[src/rtl/uart_tx_fifo_cfg_pkg.sv]
// Shared encodings for the configurable buffered UART transmitter:
// parity mode codes and the framer state type.
package uart_tx_fifo_cfg_pkg;

  localparam logic [1:0] PAR_NONE = 2'b00;
  localparam logic [1:0] PAR_EVEN = 2'b01;
  localparam logic [1:0] PAR_ODD  = 2'b10;

  typedef enum logic [2:0] {
    IDLE,
    START,
    DATA,
    PARITY,
    STOP
  } tx_state_t;

  // Mode 2'b11 is reserved and behaves like "no parity".
  function automatic logic parity_on(input logic [1:0] mode);
    return (mode == PAR_EVEN) || (mode == PAR_ODD);
  endfunction

endpackage

[src/rtl/uart_tx_fifo_cfg_fifo.sv]
// First-word-fall-through FIFO with occupancy count. A push is accepted when
// full if a pop happens in the same cycle, so the slot being freed is reused.
module uart_tx_fifo_cfg_fifo #(
  parameter int B = 8,
  parameter int W = 4
) (
  input  logic         clk,
  input  logic         reset,
  input  logic         wr,
  input  logic         rd,
  input  logic [B-1:0] w_data,
  output logic [B-1:0] r_data,
  output logic         full,
  output logic         empty,
  output logic [W:0]   count
);

  localparam int DEPTH = 2 ** W;

  logic [B-1:0] mem [DEPTH];
  logic [W-1:0] wr_ptr;
  logic [W-1:0] rd_ptr;
  logic         push;
  logic         pop;

  assign pop    = rd && !empty;
  assign push   = wr && (!full || pop);
  assign full   = (count == (W+1)'(DEPTH));
  assign empty  = (count == '0);
  assign r_data = mem[rd_ptr];

  always_ff @(posedge clk) begin
    if (reset) begin
      wr_ptr <= '0;
      rd_ptr <= '0;
      count  <= '0;
    end else begin
      if (push) wr_ptr <= wr_ptr + 1'b1;
      if (pop)  rd_ptr <= rd_ptr + 1'b1;
      if (push && !pop)      count <= count + 1'b1;
      else if (pop && !push) count <= count - 1'b1;
    end
  end

  // Storage needs no reset; only the pointers define what is valid.
  always_ff @(posedge clk) begin
    if (push) mem[wr_ptr] <= w_data;
  end

endmodule

[src/rtl/uart_tx_fifo_cfg.sv]
// Buffered UART transmitter with run-time baud divisor, parity and stop-bit
// count. Framing settings are captured per frame when it leaves the FIFO.
module uart_tx_fifo_cfg
  import uart_tx_fifo_cfg_pkg::*;
#(
  parameter int DBITS = 8,
  parameter int W     = 4,
  parameter int DIV_W = 16
) (
  input  logic             clk,
  input  logic             reset,
  input  logic             wr,
  input  logic [DBITS-1:0] w_data,
  input  logic             en,
  input  logic [DIV_W-1:0] baud_div,
  input  logic [1:0]       parity_mode,
  input  logic             stop2,
  output logic             full,
  output logic             empty,
  output logic [W:0]       count,
  output logic             busy,
  output logic             tx_done,
  output logic             tdo
);

  localparam int IDX_W = $clog2(DBITS);

  tx_state_t        state_q, state_d;
  logic [DIV_W-1:0] cnt_q, cnt_d;
  logic [IDX_W-1:0] bit_q, bit_d;
  logic [DBITS-1:0] shift_q, shift_d;
  logic             par_q, par_d;
  logic [DIV_W-1:0] div_q, div_d;
  logic [1:0]       pmode_q, pmode_d;
  logic             stop2_q, stop2_d;
  logic             stop_q, stop_d;
  logic             done_q, done_d;
  logic             pop;
  logic             start_frame;
  logic             tick;
  logic [DBITS-1:0] head;

  uart_tx_fifo_cfg_fifo #(
    .B (DBITS),
    .W (W)
  ) u_fifo (
    .clk    (clk),
    .reset  (reset),
    .wr     (wr),
    .rd     (pop),
    .w_data (w_data),
    .r_data (head),
    .full   (full),
    .empty  (empty),
    .count  (count)
  );

  assign tick = (cnt_q == div_q - 1'b1);

  always_comb begin
    state_d     = state_q;
    cnt_d       = cnt_q;
    bit_d       = bit_q;
    shift_d     = shift_q;
    par_d       = par_q;
    div_d       = div_q;
    pmode_d     = pmode_q;
    stop2_d     = stop2_q;
    stop_d      = stop_q;
    done_d      = 1'b0;
    pop         = 1'b0;
    start_frame = 1'b0;

    if (state_q != IDLE) cnt_d = tick ? '0 : cnt_q + 1'b1;

    case (state_q)
      IDLE: start_frame = en && !empty;
      START: begin
        if (tick) begin
          state_d = DATA;
          bit_d   = '0;
        end
      end
      DATA: begin
        if (tick) begin
          shift_d = shift_q >> 1;
          if (bit_q == IDX_W'(DBITS - 1)) begin
            state_d = parity_on(pmode_q) ? PARITY : STOP;
            stop_d  = 1'b0;
          end else begin
            bit_d = bit_q + 1'b1;
          end
        end
      end
      PARITY: begin
        if (tick) begin
          state_d = STOP;
          stop_d  = 1'b0;
        end
      end
      default: begin
        if (tick) begin
          if (stop2_q && !stop_q) begin
            stop_d = 1'b1;
          end else begin
            done_d      = 1'b1;
            start_frame = en && !empty;
            if (!start_frame) state_d = IDLE;
          end
        end
      end
    endcase

    // A new frame latches its own copy of the line settings, so the host may
    // reprogram them at any time without corrupting the frame in flight.
    if (start_frame) begin
      pop     = 1'b1;
      state_d = START;
      cnt_d   = '0;
      shift_d = head;
      par_d   = (parity_mode == PAR_ODD) ? ~^head : ^head;
      div_d   = (baud_div == '0) ? DIV_W'(1) : baud_div;
      pmode_d = parity_mode;
      stop2_d = stop2;
    end
  end

  always_ff @(posedge clk) begin
    if (reset) begin
      state_q <= IDLE;
      cnt_q   <= '0;
      bit_q   <= '0;
      shift_q <= '0;
      par_q   <= 1'b0;
      div_q   <= DIV_W'(1);
      pmode_q <= PAR_NONE;
      stop2_q <= 1'b0;
      stop_q  <= 1'b0;
      done_q  <= 1'b0;
    end else begin
      state_q <= state_d;
      cnt_q   <= cnt_d;
      bit_q   <= bit_d;
      shift_q <= shift_d;
      par_q   <= par_d;
      div_q   <= div_d;
      pmode_q <= pmode_d;
      stop2_q <= stop2_d;
      stop_q  <= stop_d;
      done_q  <= done_d;
    end
  end

  always_comb begin
    case (state_q)
      IDLE:    tdo = 1'b1;
      START:   tdo = 1'b0;
      DATA:    tdo = shift_q[0];
      PARITY:  tdo = par_q;
      default: tdo = 1'b1;
    endcase
  end

  assign busy    = (state_q != IDLE);
  assign tx_done = done_q;

endmodule
[config.mk]
export PLATFORM = sky130hd
export DESIGN_NAME = uart_tx_fifo_cfg
export DESIGN_NICKNAME = d
export VERILOG_FILES = /design/src/rtl/uart_tx_fifo_cfg_pkg.sv /design/src/rtl/uart_tx_fifo_cfg_fifo.sv /design/src/rtl/uart_tx_fifo_cfg.sv
export SDC_FILE = /design/constraint.sdc
export NUM_CORES = 1
export LEC_CHECK = 0
export CORE_MARGIN = 2
export CORE_UTILIZATION = 30
export DETAILED_ROUTE_END_ITERATION = 12
export SLEW_MARGIN = 15
export SYNTH_ARGS = -nofsm -noshare
export SYNTH_HDL_FRONTEND = slang
export SYNTH_HIERARCHICAL = 1
export SYNTH_SLANG_ARGS = --single-unit
[constraint.sdc]
create_clock -name clk -period 7.8 [get_ports clk]
set_input_delay 1.17 -clock clk [delete_from_list [all_inputs] [get_ports clk]]
set_output_delay 1.17 -clock clk [all_outputs]
set_load 0.005 [all_outputs]
### After elaboration in Yosys (flattened, before gate mapping)

Memories as Yosys holds them, arrays and structs flattened. A register that Yosys moved wholly into a read port is not among the register bits.
Index checks and enable logic that the tools add are counted.

| cells by class | value |
|---|---|
| equality and inequality tests | 19 |
| $add $sub $neg | 7 |
| reductions and logical operators | 33 |
| bitwise logic cells | 3 |
| mux-type cells | 38 |

Operators by type and width:

| operator | number |
|---|---|
| $mux 3 | 11 |
| $mux 16 | 2 |
| $mux 8 | 3 |
| $add 16x1->16 const B | 1 |
| $eq 16x16->1 | 1 |
| $logic_not 16->1 | 1 |
| $sub 16x1->16 const B | 1 |
| $mux 1 | 13 |
| $pmux 3 s4 | 1 |
| $mux 5 | 2 |
| $ne 2x2->1 const B | 5 |
| $ne 5x2->1 const B | 2 |
| $reduce_and 5->1 | 2 |
| $add 4x1->4 const B | 2 |
| $mux 4 | 2 |
| $ne 4x1->1 const B | 2 |
| $reduce_and 4->1 | 2 |
| $reduce_bool 2->1 | 4 |
| $reduce_xnor 8->1 | 1 |
| $reduce_xor 8->1 | 1 |
| $eq 3x2->1 const B | 2 |
| $logic_and 1x1->1 | 6 |
| $pmux 1 s3 | 2 |
| $pmux 3 s2 | 1 |
| 20 further kinds | 30 |

| storage, ports and cells | value |
|---|---|
| register bits | 65 |
| memory bits (writable) | 128 |
| memories kept | 1 |
| bits of input ports | 31 |

Memories:

| name | depth | bits a word | rd ports | clocked after memory_dff | wr ports | RTL line | source |
|---|---|---|---|---|---|---|---|
| u_fifo.mem | 16 | 8 | 1 | 1 | 1 | uart_tx_fifo_cfg_fifo.sv:20 | `logic [B-1:0] mem [DEPTH];` |

### Longest topological paths before layout

Gate-level depths: netlist of the first run.

| depth | value |
|---|---|
| depth after elaboration | 14 |
| depth in mapped cells | 20 |
| gate-level depth less buffers | 18 |

### Cells and area by module

Netlist of the first run, hierarchy kept.

Modules (own cells, without submodules):

| module | cells each | sequential area each (um^2) | area an instance (um^2) | times used |
|---|---|---|---|---|
| uart_tx_fifo_cfg_fifo | 311 | 4,184.0 | 5,771.8 | 1 |
| uart_tx_fifo_cfg | 365 | 1,041.0 | 3,150.5 | 1 |

### Worst setup path after synthesis of the first run

No wires, ideal clock.

| timing path | value |
|---|---|
| path type | register to register |
| from | register div_q[0] |
| to | register u_fifo.count[4] |
| arrival | 3.934 ns |
| library setup time | 0.121 ns |
| period minus slack after synthesis | 4.055 ns |
| required time | 7.679 ns |
| setup slack | 3.745 ns |
| path buffers | 2 |
| cell stages (with the launch flop) | 21 |
| path through | dfxtp_1 > buf_6 > inv_1 > ha_1 > nor3b_2 > nand4_1 > a21boi_0 > o21ai_2 > nor4_4 > a31oi_4 > buf_6 > inv_2 > o31ai_4 > inv_1 > ha_1 > inv_1 > ha_1 > a21oi_1 > a211oi_1 > a31oi_1 > mux2_2 |

| on the way | value |
|---|---|
| word-level cells in the longest chain between the ends | 11 |

RTL lines:

| what | RTL line | source |
|---|---|---|
| from (decl) | uart_tx_fifo_cfg.sv:33 | `logic [DIV_W-1:0] div_q, div_d;` |
| from (signal assigned) | uart_tx_fifo_cfg.sv:146 | `div_q <= div_d;` |
| $sub 16x1->16 (*) | uart_tx_fifo_cfg.sv:58 | `assign tick = (cnt_q == div_q - 1'b1);` |
| $eq 16x16->1 (*) | uart_tx_fifo_cfg.sv:58 |  |
| $mux 1 (*) | uart_tx_fifo_cfg.sv:102 | `if (tick) begin` |
| $pmux 1 s2 (*) | uart_tx_fifo_cfg.sv:76 | `case (state_q)` |
| $mux 1 (*) | uart_tx_fifo_cfg.sv:116 | `if (start_frame) begin` |
| via pop | uart_tx_fifo_cfg.sv:38 | `logic pop;` |
| $logic_and 1x1->1 (*) | uart_tx_fifo_cfg_fifo.sv:26 | `assign pop = rd && !empty;` |
| $logic_or 1x1->1 (*) | uart_tx_fifo_cfg_fifo.sv:27 | `assign push = wr && (!full \|\| pop);` |
| $logic_and 1x1->1 (*) | uart_tx_fifo_cfg_fifo.sv:27 |  |
| via u_fifo.push | uart_tx_fifo_cfg_fifo.sv:23 | `logic push;` |
| $logic_not 1->1 | uart_tx_fifo_cfg_fifo.sv:41 | `else if (pop && !push) count <= count - 1'b1;` |
| $logic_and 1x1->1 | uart_tx_fifo_cfg_fifo.sv:41 |  |
| $reduce_bool 2->1 (no source line) | -- |  |
| to (signal assigned) | uart_tx_fifo_cfg_fifo.sv:40 | `if (push && !pop) count <= count + 1'b1;` |
| to (signal assigned) | uart_tx_fifo_cfg_fifo.sv:41 |  |
| to (decl) | uart_tx_fifo_cfg_fifo.sv:15 | `output logic [W:0] count` |

The timed path passes the listed nets; every way through them passes the cells marked *.
A chain may end at the register's enable or synchronous reset.

### Worst setup path after layout of the first run

Ends and elaborated chain as after synthesis.

==> metrics, run 1 <==
Layout area overhead 15.8%; CTS Hold Bufs 0; Detail Placement HPWL between 10 and 15 mm; Power Total around 3.2 mW; Max Clk Rate roughly 230 MHz; antenna cells 0; Yosys warning total 6; Sw Ratio 34.4%; clock root buffer clkbuf_16; Post-Syn Area a little under 9000 µm²; post-cts resize count 0; gr ovfl total 0; CP Launch Type flop; Die H between 150 and 200 µm; top cell type's share of synthesized area 43.1%; CTS tree yes; drt initial violations ~330; setup_tns 0 ps; routed len/inst 17.0 µm; Syn Inst Count 676; Net Sw Power about 1.1 mW; clk_lat worst skew around 440 ps; CORE AREA 29500 µm²; # H-tree levels 4; Distinct cells, synth slightly below 70; Max-Cap Viols 0; Rows between 60 and 70; DRC 0; Num CTS Buffers 17; PD cells 308 nW/µm²; cell taking the most area after synthesis edfxtp_1; initial antenna violation count 0; leakage approximately 3.4 nW; Setup-failing EPs final 0; Reg power frac 40.3%; WP data arrival 4680 ps; final worst path period share 55.7%; post-CTS setup buffer count 0; vias 5358; Setup crit end kind flop; VDD IR max ~0.00015 V; syn_nets 721; Main synth FF type edfxtp_1; sequential share of the synthesized area 58.6%; final WL 18.9 mm; IO buf count 40; crit path time final around 4300 ps; gr usage total roughly 12%; most common cell after layout, fill and taps aside edfxtp_1; Clk pin slew, worst setup/hold paths ~80 ps; via-per-instance ratio approximately 4.8; Comb power frac 30.0%; cell types occupying the most area after synthesis edfxtp_1 43%, dfxtp_1 15%, mux4_2 8.1%; CP required between 8000 and 9000 ps; clock skew between 15 and 20 ps; Nets 750; HP Class flop to flop; RSZ-0062 raised after global routing no; io pins 41; Pre-antenna DRT Iters 4; clock power share around 30%; reg2reg setup slack between 3000 and 4000 ps; Seq cells post-synth about 200; clock sinks approximately 200; antenna viol nets, final 0; commonest non-fill, non-tap cells in the layout 128 x edfxtp_1, 67 x dfxtp_1, 66 x nor2_1; DIE AREA approximately 31000 µm²; Initial Util between 30% and 40%; asr flop ratio synth 0%; first-pass GRT wire length about 30 mm; critical path class flop to flop; Slew @ Worst Pin 1160 ps; Die Width about 180 µm; relative slew slack between 20% and 30%; outcome complete, no violations; share of cells above drive strength 1 between 10% and 20%; largest net degree at the start of global routing 63; number of global-route vias before repair between 5000 and 6000; Placer Congestion 0.739; Hold Violations, Final 0; number of synthesized flops with an enable pin 128; Power Internal between 2 and 2.5 mW; Final Max Slew Viols 0; syn_area_per_cell between 10 and 15 µm²; worst-path maximum fanout 9; CTS max path bufs 2
-- critical path: stages (launching register included) --
cell and delay [ps]:
dfxtp_1 410, inv_1 90, ha_1 240, nor3b_2 460
nand4_1 200, o31ai_1 290, nand4_1 180, nor4_4 390
a31oi_4 140, inv_2 220, o31ai_4 120, inv_1 80
ha_1 160, inv_1 100, ha_1 330, a21oi_1 190
a211oi_1 100, a31oi_1 180, mux2_2 350
-- per-layer routing --
metal  wire length [µm]  track usage, %  share of wire [%]
met1               8860            16.9                 47
met3                599            2.41                3.2
met2               9190            20.4                 49
met5                  0               0                  0
met4                201            3.55                1.1
-- kinds of logic after synthesis --
| family | synth area share, % |
|---|---|
| flip-flops | 58.6 |
| adder cells (fa/ha/maj) | 2.05 |
| XOR/XNOR | 4.91 |
| multiplexers | 10.7 |
| buffers and inverters | 2.61 |
| AO/OA/AOI/OAI | 8.19 |
| AND/OR/NAND/NOR | 13.0 |
-- power by group through the flow --
stage | clock [mW] | combinational [mW] | sequential (mW)
2_1_floorplan | 0 | 0.783 | 1.26
3_3_place_gp | 0 | 0.953 | 1.30
3_5_place_dp | 0 | 0.962 | 1.31
4_1_cts | 0.970 | 0.965 | 1.28
5_1_grt | 1.01 | 1.06 | 1.29
6_report | 0.945 | 0.954 | 1.28
-- state kept, by name (all words and copies together), names as in the netlist, 2 cells and up, named ones only --
register       cells
u_fifo/mem       128
cnt_q             16
div_q             16
shift_q            8
u_fifo/count       5
u_fifo/rd_ptr      4
u_fifo/wr_ptr      4
bit_q              3
state_q            3
pmode_q            2
-- cells in the mapped netlist, types with 4 or more instances --
cell	instances
a211o_1	9
a21oi_1	17
a22oi_1	16
buf_2	8
clkbuf_1	20
dfxtp_1	69
edfxtp_1	128
ha_1	13
inv_1	14
mux2i_1	21
mux4_2	32
nand2_1	30
nand2b_1	14
nand3_1	16
nand3b_1	15
nand4_1	5
nor2_1	66
nor2b_1	7
nor3_1	16
nor4_1	8
o211ai_1	4
o21ai_0	22
xnor2_1	29
xor2_1	21
-- through the flow --
| step | hold slack (ps) | util, % | instance area [µm²] | setup WS (ps) | std cells |
|---|---|---|---|---|---|
| after global placement | 456 | 32.8 | 9680 | 3550 | 1076 |
| final | 476 | 35.0 | 10300 | 3450 | 1108 |
| after global routing | 498 | 35.0 | 10300 | 3000 | 1108 |
| after CTS | 477 | 35.0 | 10300 | 3430 | 1108 |
| after detailed placement | 462 | 32.8 | 9680 | 3460 | 1076 |
| after floorplan | 442 | - | 8920 | 3750 | 676 |
-- final cells by class --
class / instances / area [µm²]
inverter: 16 / 60.1
clock inverter: 15 / 225
clock buffer: 17 / 425
multi-input combinational: 427 / 3460
timing repair buffer: 46 / 440
tap: 390 / 488
fill: 2870 / 19100
sequential: 197 / 5230
-- final timing paths --
check | startpoint | endpoint | depth (start not counted)
worst max-delay path | div_q[0] | u_fifo/count[4] | 18
worst min register to register | shift_q[7] | shift_q[7] | 2
worst min-delay path | shift_q[7] | shift_q[7] | 2
worst max register to register | div_q[0] | u_fifo/count[4] | 18
Power figures use the tool's default switching activity.
==> inputs of run 2 (changes only) <==
clock period = 4.1 ns   (was 7.8 ns; I/O delays follow)
==> run 2 against run 1 <==
  * Largest cell class unchanged
  * Critical endpoint unchanged
  * Critical path depth is 1 lower
  * Sequential share of layout area is 0.52 points lower
  * Sequential power is 92% higher
  * Count of clock-buffer cells in the layout is 2 higher
  * Register-to-register slack worse by 3200 ps
  * Setup slack worse by 3200 ps
  * Clock power is 71% higher
  * Wire length is 0.89% lower
  * First-iteration DRC count is 28% higher
  * Fmax is 13% higher
  * Final cell count is 1.7% higher
==> metrics, run 2 (synthesis results as in run 1) <==
outcome complete, no violations; gr usage total between 10% and 20%; Num CTS Buffers 17; hold path depth 2; R2R cell count 17; WP data arrival 4170 ps; Reg-to-Reg Start div_q[2]; DRC 0; critical path class flop to flop; number of global-route vias before repair roughly 5400; leakage approximately 3.4 nW; initial antenna violation count 0; Slew @ Worst Pin approximately 920 ps; Critical Path Slowest Stage Cell nor4_4; crit path time final 3850 ps; CP required 4420 ps; IO buf count 40; final worst path period share a little over nine tenths; Most flops, register u_fifo/mem; Nets 769; Hold Violations, Final 0; Rows 63; Max Clk Rate ~260 MHz; Hold EP shift_q[7]; Clk pin slew, worst setup/hold paths about 70 ps; PD cells between 500 and 600 nW/µm²; CP Launch Type flop; worst-path maximum fanout 9; commonest non-fill, non-tap cells in the layout 128 x edfxtp_1, 66 x nor2_1, 65 x dfxtp_1; Pre-antenna DRT Iters 4; via-per-instance ratio roughly 4.8; Worst R2R End u_fifo/count[4]; Setup-failing EPs final 0; drt initial violations ~430; Layout area overhead 17.1%; Top Registers u_fifo/mem (128), cnt_q (16), div_q (16); max reg flops between 100 and 150; routed len/inst 16.6 µm; placed cells roughly 1100; CTS max path bufs 2; Detail Placement HPWL ~12 mm; clock root buffer clkbuf_16; # H-tree levels 4; Max-Cap Viols 0; multi-input combinational cell area about 3500 µm²; Setup crit end kind flop; Placer Congestion roughly 0.76; Die Width ~180 µm; clk_lat worst skew 430 ps; relative slew slack roughly two fifths; setup_tns 0 ps; vias roughly 5400; CP max stage delay slightly above 400 ps; fin cells approximately 1100; Hold Startpoint shift_q[7]; clock sinks a little under 200; fill count 2873; crit path cell chain nor4_4 > buf_4 > mux2_2 > o311ai_2 > o21ai_2 > nor4_4 > a31oi_4 > clkinv_4 > o31ai_4 > inv_1 > ha_1 > inv_2 > fa_1 > nand3_1 > a211oi_1 > a31oi_1 > mux2_2; DIE AREA about 31000 µm²; clock skew around 12 ps; CTS tree yes; Initial Util a little under a third; io pins 41; Final Max Slew Viols 0; Worst Slack Setup Final 254 ps; Die H roughly 180 µm; reg2reg setup slack ~250 ps; first-pass GRT wire length 29.9 mm; dpl ws between 50 and 60 ps; share of cells above drive strength 1 roughly 17%; antenna cells 0; CORE AREA 29500 µm²; sequential cell area between 5000 and 6000 µm²; gr ovfl total 0; most common cell after layout, fill and taps aside edfxtp_1; final WL 18.7 mm; largest net degree at the start of global routing between 40 and 50; HP Class flop to flop; antenna viol nets, final 0; VDD IR max approximately 0.00035 V
run 2: per-stage QoR:
step / area, µm² / utilization [%] / hold slack, ps / total power [mW]
finish: 10400 / 35.4 / 468 / 5.99
global route: 10400 / 35.4 / 500 / 6.31
CTS: 10400 / 35.2 / 471 / 6.01
detailed placement: 9810 / 33.3 / 460 / 4.37
global placement: 9810 / 33.3 / 456 / 4.36
floorplan: 8920 / - / 442 / 3.88
run 2: cell type report:
class / count / share of cell area, %
clock inverters: 13 / 1.28
repair buffers: 65 / 5.70
clock buffers: 19 / 4.15
well taps: 390 / 4.67
inverters: 16 / 0.623
flip-flops and latches: 197 / 50.1
multi-input cells: 427 / 33.5
run 2: what timing repair did:
item | in CTS | in global routing
pin swaps | 1 | 3
endpoints found under the setup margin | 1 | 2
hold buffers | 0 | 0
buffers inserted | 1 | 2
gates resized for setup | 1 | 12
hold endpoints to repair | 0 | 0
run 2: worst max-delay path by stage:
stage               slack (ps)     start  cells past startpoint               to
floorplan                   50  div_q[0]                     20  u_fifo/count[4]
global placement           150  div_q[0]                     17  u_fifo/count[4]
detailed placement          60  div_q[0]                     17  u_fifo/count[4]
CTS                          5  div_q[1]                     17  u_fifo/count[4]
global route               -10  div_q[2]                     16  u_fifo/count[4]
finish                     250  div_q[2]                     17  u_fifo/count[4]
run 2: report_power, final:
part	internal [mW]	switching, mW
sequential	2.26	0.195
clock	0.858	0.759
combinational	0.920	0.991
total	4.04	1.95
run 2: critical path: cells and delay by family (launching register included):
family | cells | cell delay, ps
adders and majority gates | 2 | 580
AOI/OAI and AO/OA | 6 | 730
buffers and inverters | 4 | 450
muxes | 2 | 670
and+or+nand+nor | 3 | 920
DFF | 1 | 380
run 2: layer usage:
layer	track usage [%]	wire, µm	vias to the layer above
li1	-	-	2641
met3	2.71	819	14
met1	17.1	8680	2658
met5	0	0	-
met4	3.51	210	0
met2	20.1	8980	94
